==> src/rtl/bus_timer_slave_pkg.sv <==
// Shared constants for the bus timer slave: bus widths, register offsets,
// CTRL bit positions and handshake FSM states.
package bus_timer_slave_pkg;

    localparam int WORDSIZE = 32;
    localparam int ADDRSIZE = 32;

    localparam logic [7:0] TMR_CTRL     = 8'd0;
    localparam logic [7:0] TMR_LOAD     = 8'd1;
    localparam logic [7:0] TMR_COUNT    = 8'd2;
    localparam logic [7:0] TMR_STATUS   = 8'd3;
    localparam logic [7:0] TMR_PRESCALE = 8'd4;

    localparam int CTRL_EN     = 0;
    localparam int CTRL_AUTO   = 1;
    localparam int CTRL_IRQ_EN = 2;

    typedef enum logic {
        ST_IDLE = 1'b0,
        ST_ACK  = 1'b1
    } state_t;

endpackage

==> src/rtl/bus_timer_slave_if.sv <==
// Slave-port bundle of the system bus: hello/we/addr/data from the
// interconnect, data/ack back to it.
interface bus_timer_slave_if;
    import bus_timer_slave_pkg::*;

    logic                hello_i;
    logic                we_i;
    logic [ADDRSIZE-1:0] addr_i;
    logic [WORDSIZE-1:0] data_i;
    logic [WORDSIZE-1:0] data_o;
    logic                ack_o;

    modport master (
        output hello_i, we_i, addr_i, data_i,
        input  data_o, ack_o
    );

    modport slave (
        input  hello_i, we_i, addr_i, data_i,
        output data_o, ack_o
    );
endinterface

==> src/rtl/bus_timer_slave_timer_counter.sv <==
// Down counter with reload and expiry pulse; optional prescaler when
// TIMER_PRESCALER_EN is defined.
module timer_counter
    import bus_timer_slave_pkg::*;
(
    input  logic                clk,
    input  logic                rst,
    input  logic                en,
    input  logic                auto,
    input  logic [WORDSIZE-1:0] load,
    input  logic                wr_count,
    input  logic [WORDSIZE-1:0] wr_value,
`ifdef TIMER_PRESCALER_EN
    input  logic [WORDSIZE-1:0] prescale,
    input  logic                wr_prescale,
`endif
    output logic [WORDSIZE-1:0] count,
    output logic                expire
);
    logic [WORDSIZE-1:0] count_reg, count_next;
    logic                step;

`ifdef TIMER_PRESCALER_EN
    logic [WORDSIZE-1:0] pre_reg, pre_next;

    assign step = (pre_reg == prescale);

    always_comb begin
        pre_next = pre_reg + 1'b1;
        if (!en || wr_prescale || step)
            pre_next = '0;
    end

    always_ff @(posedge clk) begin
        if (rst)
            pre_reg <= '0;
        else
            pre_reg <= pre_next;
    end
`else
    assign step = 1'b1;
`endif

    assign expire = en && step && (count_reg == '0);

    // A bus write to COUNT overrides any decrement or reload on the same edge.
    always_comb begin
        count_next = count_reg;
        if (en && step) begin
            if (count_reg != '0)
                count_next = count_reg - 1'b1;
            else if (auto)
                count_next = load;
        end
        if (wr_count)
            count_next = wr_value;
    end

    always_ff @(posedge clk) begin
        if (rst)
            count_reg <= '0;
        else
            count_reg <= count_next;
    end

    assign count = count_reg;
endmodule

==> src/rtl/bus_timer_slave.sv <==
// Memory-mapped down-counting timer on a 4-phase bus slave port.
// Optional PRESCALE register at offset 4 when TIMER_PRESCALER_EN is defined.
module bus_timer_slave
    import bus_timer_slave_pkg::*;
#(
    parameter int                  OFFSET_BITS = 3,
    parameter logic [WORDSIZE-1:0] RESET_LOAD  = '0
) (
    input  logic            clk,
    input  logic            rst,
    bus_timer_slave_if.slave bus,
    output logic            irq_o
);
    state_t              state_reg, state_next;
    logic                en_reg, auto_reg, irq_en_reg;
    logic                expired_reg, irq_reg;
    logic [WORDSIZE-1:0] load_reg, data_reg, rd_data, count;
    logic                expire, accept, wr, en_next;
    logic [7:0]          off;
    logic                unused_addr;

    assign off         = 8'(bus.addr_i[OFFSET_BITS-1:0]);
    assign unused_addr = ^bus.addr_i[ADDRSIZE-1:OFFSET_BITS];
    assign accept      = (state_reg == ST_IDLE) && bus.hello_i;
    assign wr          = accept && bus.we_i;

`ifdef TIMER_PRESCALER_EN
    logic [WORDSIZE-1:0] prescale_reg;

    always_ff @(posedge clk) begin
        if (rst)
            prescale_reg <= '0;
        else if (wr && off == TMR_PRESCALE)
            prescale_reg <= bus.data_i;
    end
`endif

    timer_counter u_counter (
        .clk        (clk),
        .rst        (rst),
        .en         (en_reg),
        .auto       (auto_reg),
        .load       (load_reg),
        .wr_count   (wr && off == TMR_COUNT),
        .wr_value   (bus.data_i),
`ifdef TIMER_PRESCALER_EN
        .prescale   (prescale_reg),
        .wr_prescale(wr && off == TMR_PRESCALE),
`endif
        .count      (count),
        .expire     (expire)
    );

    always_comb begin
        rd_data = '0;
        case (off)
            TMR_CTRL:     rd_data = WORDSIZE'({irq_en_reg, auto_reg, en_reg});
            TMR_LOAD:     rd_data = load_reg;
            TMR_COUNT:    rd_data = count;
            TMR_STATUS:   rd_data = WORDSIZE'(expired_reg);
`ifdef TIMER_PRESCALER_EN
            TMR_PRESCALE: rd_data = prescale_reg;
`endif
            default:      rd_data = '0;
        endcase
    end

    always_comb begin
        state_next = state_reg;
        case (state_reg)
            ST_IDLE: if (bus.hello_i)  state_next = ST_ACK;
            ST_ACK:  if (!bus.hello_i) state_next = ST_IDLE;
            default: state_next = ST_IDLE;
        endcase
    end

    // One-shot expiry stops the timer unless the bus writes CTRL this edge.
    always_comb begin
        en_next = en_reg;
        if (expire && !auto_reg)
            en_next = 1'b0;
        if (wr && off == TMR_CTRL)
            en_next = bus.data_i[CTRL_EN];
    end

    always_ff @(posedge clk) begin
        if (rst) begin
            state_reg   <= ST_IDLE;
            en_reg      <= 1'b0;
            auto_reg    <= 1'b0;
            irq_en_reg  <= 1'b0;
            load_reg    <= RESET_LOAD;
            expired_reg <= 1'b0;
            irq_reg     <= 1'b0;
            data_reg    <= '0;
        end else begin
            state_reg <= state_next;
            en_reg    <= en_next;
            irq_reg   <= expired_reg & irq_en_reg;
            if (wr && off == TMR_CTRL) begin
                auto_reg   <= bus.data_i[CTRL_AUTO];
                irq_en_reg <= bus.data_i[CTRL_IRQ_EN];
            end
            if (wr && off == TMR_LOAD)
                load_reg <= bus.data_i;
            // Set beats write-1-to-clear on a coincident expiry.
            if (expire)
                expired_reg <= 1'b1;
            else if (wr && off == TMR_STATUS && bus.data_i[0])
                expired_reg <= 1'b0;
            if (accept && !bus.we_i)
                data_reg <= rd_data;
        end
    end

    assign bus.ack_o  = (state_reg == ST_ACK);
    assign bus.data_o = data_reg;
    assign irq_o      = irq_reg;
endmodule
==> src/flat_wrapper.sv <==
// flat-port wrapper written by rule: the top's interface ports become plain ports
module bus_timer_slave_flat import bus_timer_slave_pkg::*;
#(
    parameter int                  OFFSET_BITS = 3,
    parameter logic [WORDSIZE-1:0] RESET_LOAD  = '0
)
  (clk, rst, irq_o, bus_hello_i, bus_we_i, bus_addr_i, bus_data_i, bus_data_o, bus_ack_o);
  bus_timer_slave_if bus_i ();
  input  logic clk;
  input  logic rst;
  output logic irq_o;
  input wire logic [$bits(bus_i.hello_i)-1:0] bus_hello_i;
  input wire logic [$bits(bus_i.we_i)-1:0] bus_we_i;
  input wire logic [$bits(bus_i.addr_i)-1:0] bus_addr_i;
  input wire logic [$bits(bus_i.data_i)-1:0] bus_data_i;
  output wire logic [$bits(bus_i.data_o)-1:0] bus_data_o;
  output wire logic [$bits(bus_i.ack_o)-1:0] bus_ack_o;
  assign bus_i.hello_i = bus_hello_i;
  assign bus_i.we_i = bus_we_i;
  assign bus_i.addr_i = bus_addr_i;
  assign bus_i.data_i = bus_data_i;
  assign bus_data_o = bus_i.data_o;
  assign bus_ack_o = bus_i.ack_o;
  bus_timer_slave #(.OFFSET_BITS(OFFSET_BITS), .RESET_LOAD(RESET_LOAD)) u_core (.clk(clk), .rst(rst), .bus(bus_i), .irq_o(irq_o));
endmodule
==> config.mk <==
export PLATFORM = sky130hd
export DESIGN_NAME = bus_timer_slave_flat
export DESIGN_NICKNAME = d
export VERILOG_FILES = /design/src/rtl/bus_timer_slave_pkg.sv /design/src/rtl/bus_timer_slave_if.sv /design/src/rtl/bus_timer_slave_timer_counter.sv /design/src/rtl/bus_timer_slave.sv /design/src/flat_wrapper.sv
export SDC_FILE = /design/constraint.sdc
export NUM_CORES = 1
export LEC_CHECK = 0
export CELL_PAD_IN_SITES_DETAIL_PLACEMENT = 1
export CELL_PAD_IN_SITES_GLOBAL_PLACEMENT = 1
export CORE_ASPECT_RATIO = 0.75
export CORE_UTILIZATION = 35
export DETAILED_ROUTE_END_ITERATION = 16
export PLACE_DENSITY = 0.82
export SLEW_MARGIN = 10
export SYNTH_ARGS = -nofsm -noshare
export SYNTH_HDL_FRONTEND = slang
export SYNTH_HIERARCHICAL = 1
export SYNTH_SLANG_ARGS = --single-unit
==> constraint.sdc <==
create_clock -name clk -period 2.55 [get_ports clk]
set_input_delay 0.51 -clock clk [delete_from_list [all_inputs] [get_ports clk]]
set_output_delay 0.51 -clock clk [all_outputs]
set_load 0.01 [all_outputs]
==> results.py <==
metrics = {
    "run_status": {
        "status": "finished with violations",
        "violations": "setup timing",
    },
    "synth": {
        "ys_top_cells_by_area": "dfxtp_1 36%, and3b_1 8.9%, a21oi_1 7.9%",
        "syn-num-nets": 787,
        "yosysUniqueCellTypes": 64,
        "synth_edf_count": 0,
        "ys_seq_elements": 102,
        "synth_top_area_frac": 0.359,
        "syn_avg_cell_area_sq_um": 7.93,
        "synthesis.area_sq_mm": 0.00569,
        "synthCells": 717,
        "synth_top_area_cell": "dfxtp_1",
        "yosys_warnings": 6,
        "yosysSeqAreaShare": 0.359,
        "ys_async_sr_fraction": 0,
        "synth-main-ff-cell": "dfxtp_1",
    },
    "detailed_routing": {
        "vias_per_cell": 6.12,
        "dr.pass1.iters": 5,
        "antenna_left": 0,
        "vias": 6249,
        "detail_route.wl_per_cell_um": 21.9,
        "drt_iter0_drc": 574,
        "routed_wl_um": 22400,
        "drc": 0,
    },
    "floorplan": {
        "dieHeight_um": 112,
        "die-area_sq_mm": 0.0168,
        "rows": 39,
        "core_area_sq_mm": 0.0156,
        "initial_core_util": 0.365,
        "die_x_um": 149,
        "top_level_ports": 102,
    },
    "setup_path": {
        "path_max_fanout": 4,
        "setup.worst_path.start_class": "flip-flop",
        "endpoint_kind": "flip-flop",
        "path_class": "reg -> reg",
        "worstPathRequired_ps": 2790,
        "reg2reg_from": "u_core/u_counter/count[15]$_SDFFE_PP0P_",
        "crit_start": "u_core/u_counter/count[15]$_SDFFE_PP0P_",
        "cp.arrival_ps": 2920,
    },
    "placement": {
        "place.gp.congestion": 0.901,
        "place_hpwl_um": 14100,
        "place_area_sq_mm": 0.00694,
        "io_buffers": 72,
    },
    "power_and_ir_drop": {
        "clkPwrFrac": 0.322,
        "leakage_nw": 2.94,
        "p_switching_mw": 1.40,
        "peakVddDrop_v": 0.000347,
        "intPower_mw": 2.89,
        "finalPower_mw": 4.29,
        "combPwrFrac": 0.297,
        "p_seq_frac": 0.381,
        "swShare": 0.326,
        "p_per_area_mw_per_mm2": 561,
    },
    "cts": {
        "numCtsBuffers": 9,
        "cts_hold_buf": 0,
        "h-tree-depth": 3,
        "clk-insertion-delay-late_ps": 350,
        "numClockSinks": 102,
        "tritoncts": "built",
        "cts.reportedPaths.clkPinSlew_ps": 70,
        "cts.path.max_buffers": 2,
        "cts-root-buf": "clkbuf_16",
    },
    "sta": {
        "max_slew_margin": 0.452,
        "hold_viol": 0,
        "whs_ps": 454,
        "finalCriticalPeriod_ps": 2690,
        "finalCritPeriodShare": 1.05,
        "maxSlewViolCount": 0,
        "worst_slack_ps": -137,
        "rsz0062_at_grt": "yes",
        "fmax_mhz": 372,
        "finClkSkew_ps": 7.22,
        "tightest_slew_ps": 818,
        "finalSetupViolCount": 20,
    },
    "global_route": {
        "grt-ovfl-total": 0,
        "grt_pass1_wl_um": 34000,
        "grt_pass1_vias": 6281,
        "grt_max_degree": 88,
        "grt_usage": 0.259,
        "grt_antenna_before_repair": 0,
    },
    "finish": {
        "final_area_sq_mm": 0.00764,
        "final_common_cell": "dfxtp_1",
        "most-common-layout-cells": "99 x dfxtp_1, 85 x a21oi_1, 71 x clkdlybuf4s50_1",
        "nFillCells": 1855,
        "syn2layout_area_growth_pct": 34.4,
        "fin_nets": 881,
        "n_antenna_cell": 0,
        "drive_gt1_frac": 0.192,
    },
    "flow_run": {
        "maxCapViolations": 0,
    },
    "hold_path": {
        "hold_class": "reg -> reg",
        "hp-start": "u_core/bus.data_o[6]$_SDFFE_PP0P_",
    },
}
## worst paths after layout
path	endpoint	slack [ps]	depth (start not counted)
max	u_core/u_counter/count[30]$_SDFFE_PP0P_	-140	8
min	u_core/bus.data_o[6]$_SDFFE_PP0P_	450	2
max reg2reg	u_core/u_counter/count[30]$_SDFFE_PP0P_	-140	8
min reg2reg	u_core/bus.data_o[6]$_SDFFE_PP0P_	450	2
## power by group through the flow
stage / combinational (mW) / clock, mW / sequential [mW]
2_1_floorplan: 0.536 / 0 / 1.66
4_1_cts: 1.02 / 1.41 / 1.63
5_1_grt: 1.32 / 1.47 / 1.64
6_report: 1.27 / 1.38 / 1.63
3_3_place_gp: 0.867 / 0 / 1.67
3_5_place_dp: 0.892 / 0 / 1.67
## critical path: stages (launching register included)
cell	delay (ps)
dfxtp_2	330
or4_4	560
or4_4	480
buf_6	160
or3_4	420
buf_4	160
o21ai_4	140
a211oi_2	60
a221o_1	270
## cell usage after synthesis, types with 8 or more instances
master,count
dfxtp_1,102
a21oi_1,90
o21ai_0,68
nand2_1,61
and3b_1,58
clkbuf_1,51
nand3_1,47
nor2_1,28
buf_2,17
nor3_1,17
inv_1,16
xnor2_1,10
nor4_1,9
nand3b_1,8
## per-layer routing
layer | wire [um] | vias to the layer above | GRT usage
li1 | - | 2812 | -
met1 | 10300 | 3129 | 0.365
met2 | 10300 | 262 | 0.407
met3 | 1310 | 46 | 0.0439
met4 | 421 | 0 | 0.0701
met5 | 0 | - | 0
## logic make-up after synthesis
family,share of synthesized area
simple gates,0.277
xor+xnor,0.0231
fa+ha+maj,0.00440
flops,0.359
compound gates,0.261
mux,0.00924
buf+inv,0.0665
## final cells by class
type                       count  area [sq um]  area share
clock buffer                  10           239      0.0313
multi-input combinational    527          3540       0.463
sequential                   102          2050       0.268
tap                          205           256      0.0336
clock inverter                 6          52.6     0.00688
inverter                      16          60.1     0.00786
timing repair buffer         155          1450       0.190
## per-stage QoR
stage                     utilization  setup WS (ps)  cells  setup TNS [ps]
after floorplan                     -          -3.37    717           -3.37
after global placement          0.446          -31.9    988            -140
after detailed placement        0.446           -116    988           -1060
after CTS                       0.473          -79.5   1010           -1090
after global routing            0.491           -152   1021           -2060
final                           0.491           -137   1021           -1100
## timing repair
action,4_1_cts,5_1_grt
buffers inserted,5,10
gates cloned,1,1
resized for setup,23,35
pin swaps,11,21
setup endpoints to repair,22,34
Power figures use the tool's default switching activity.
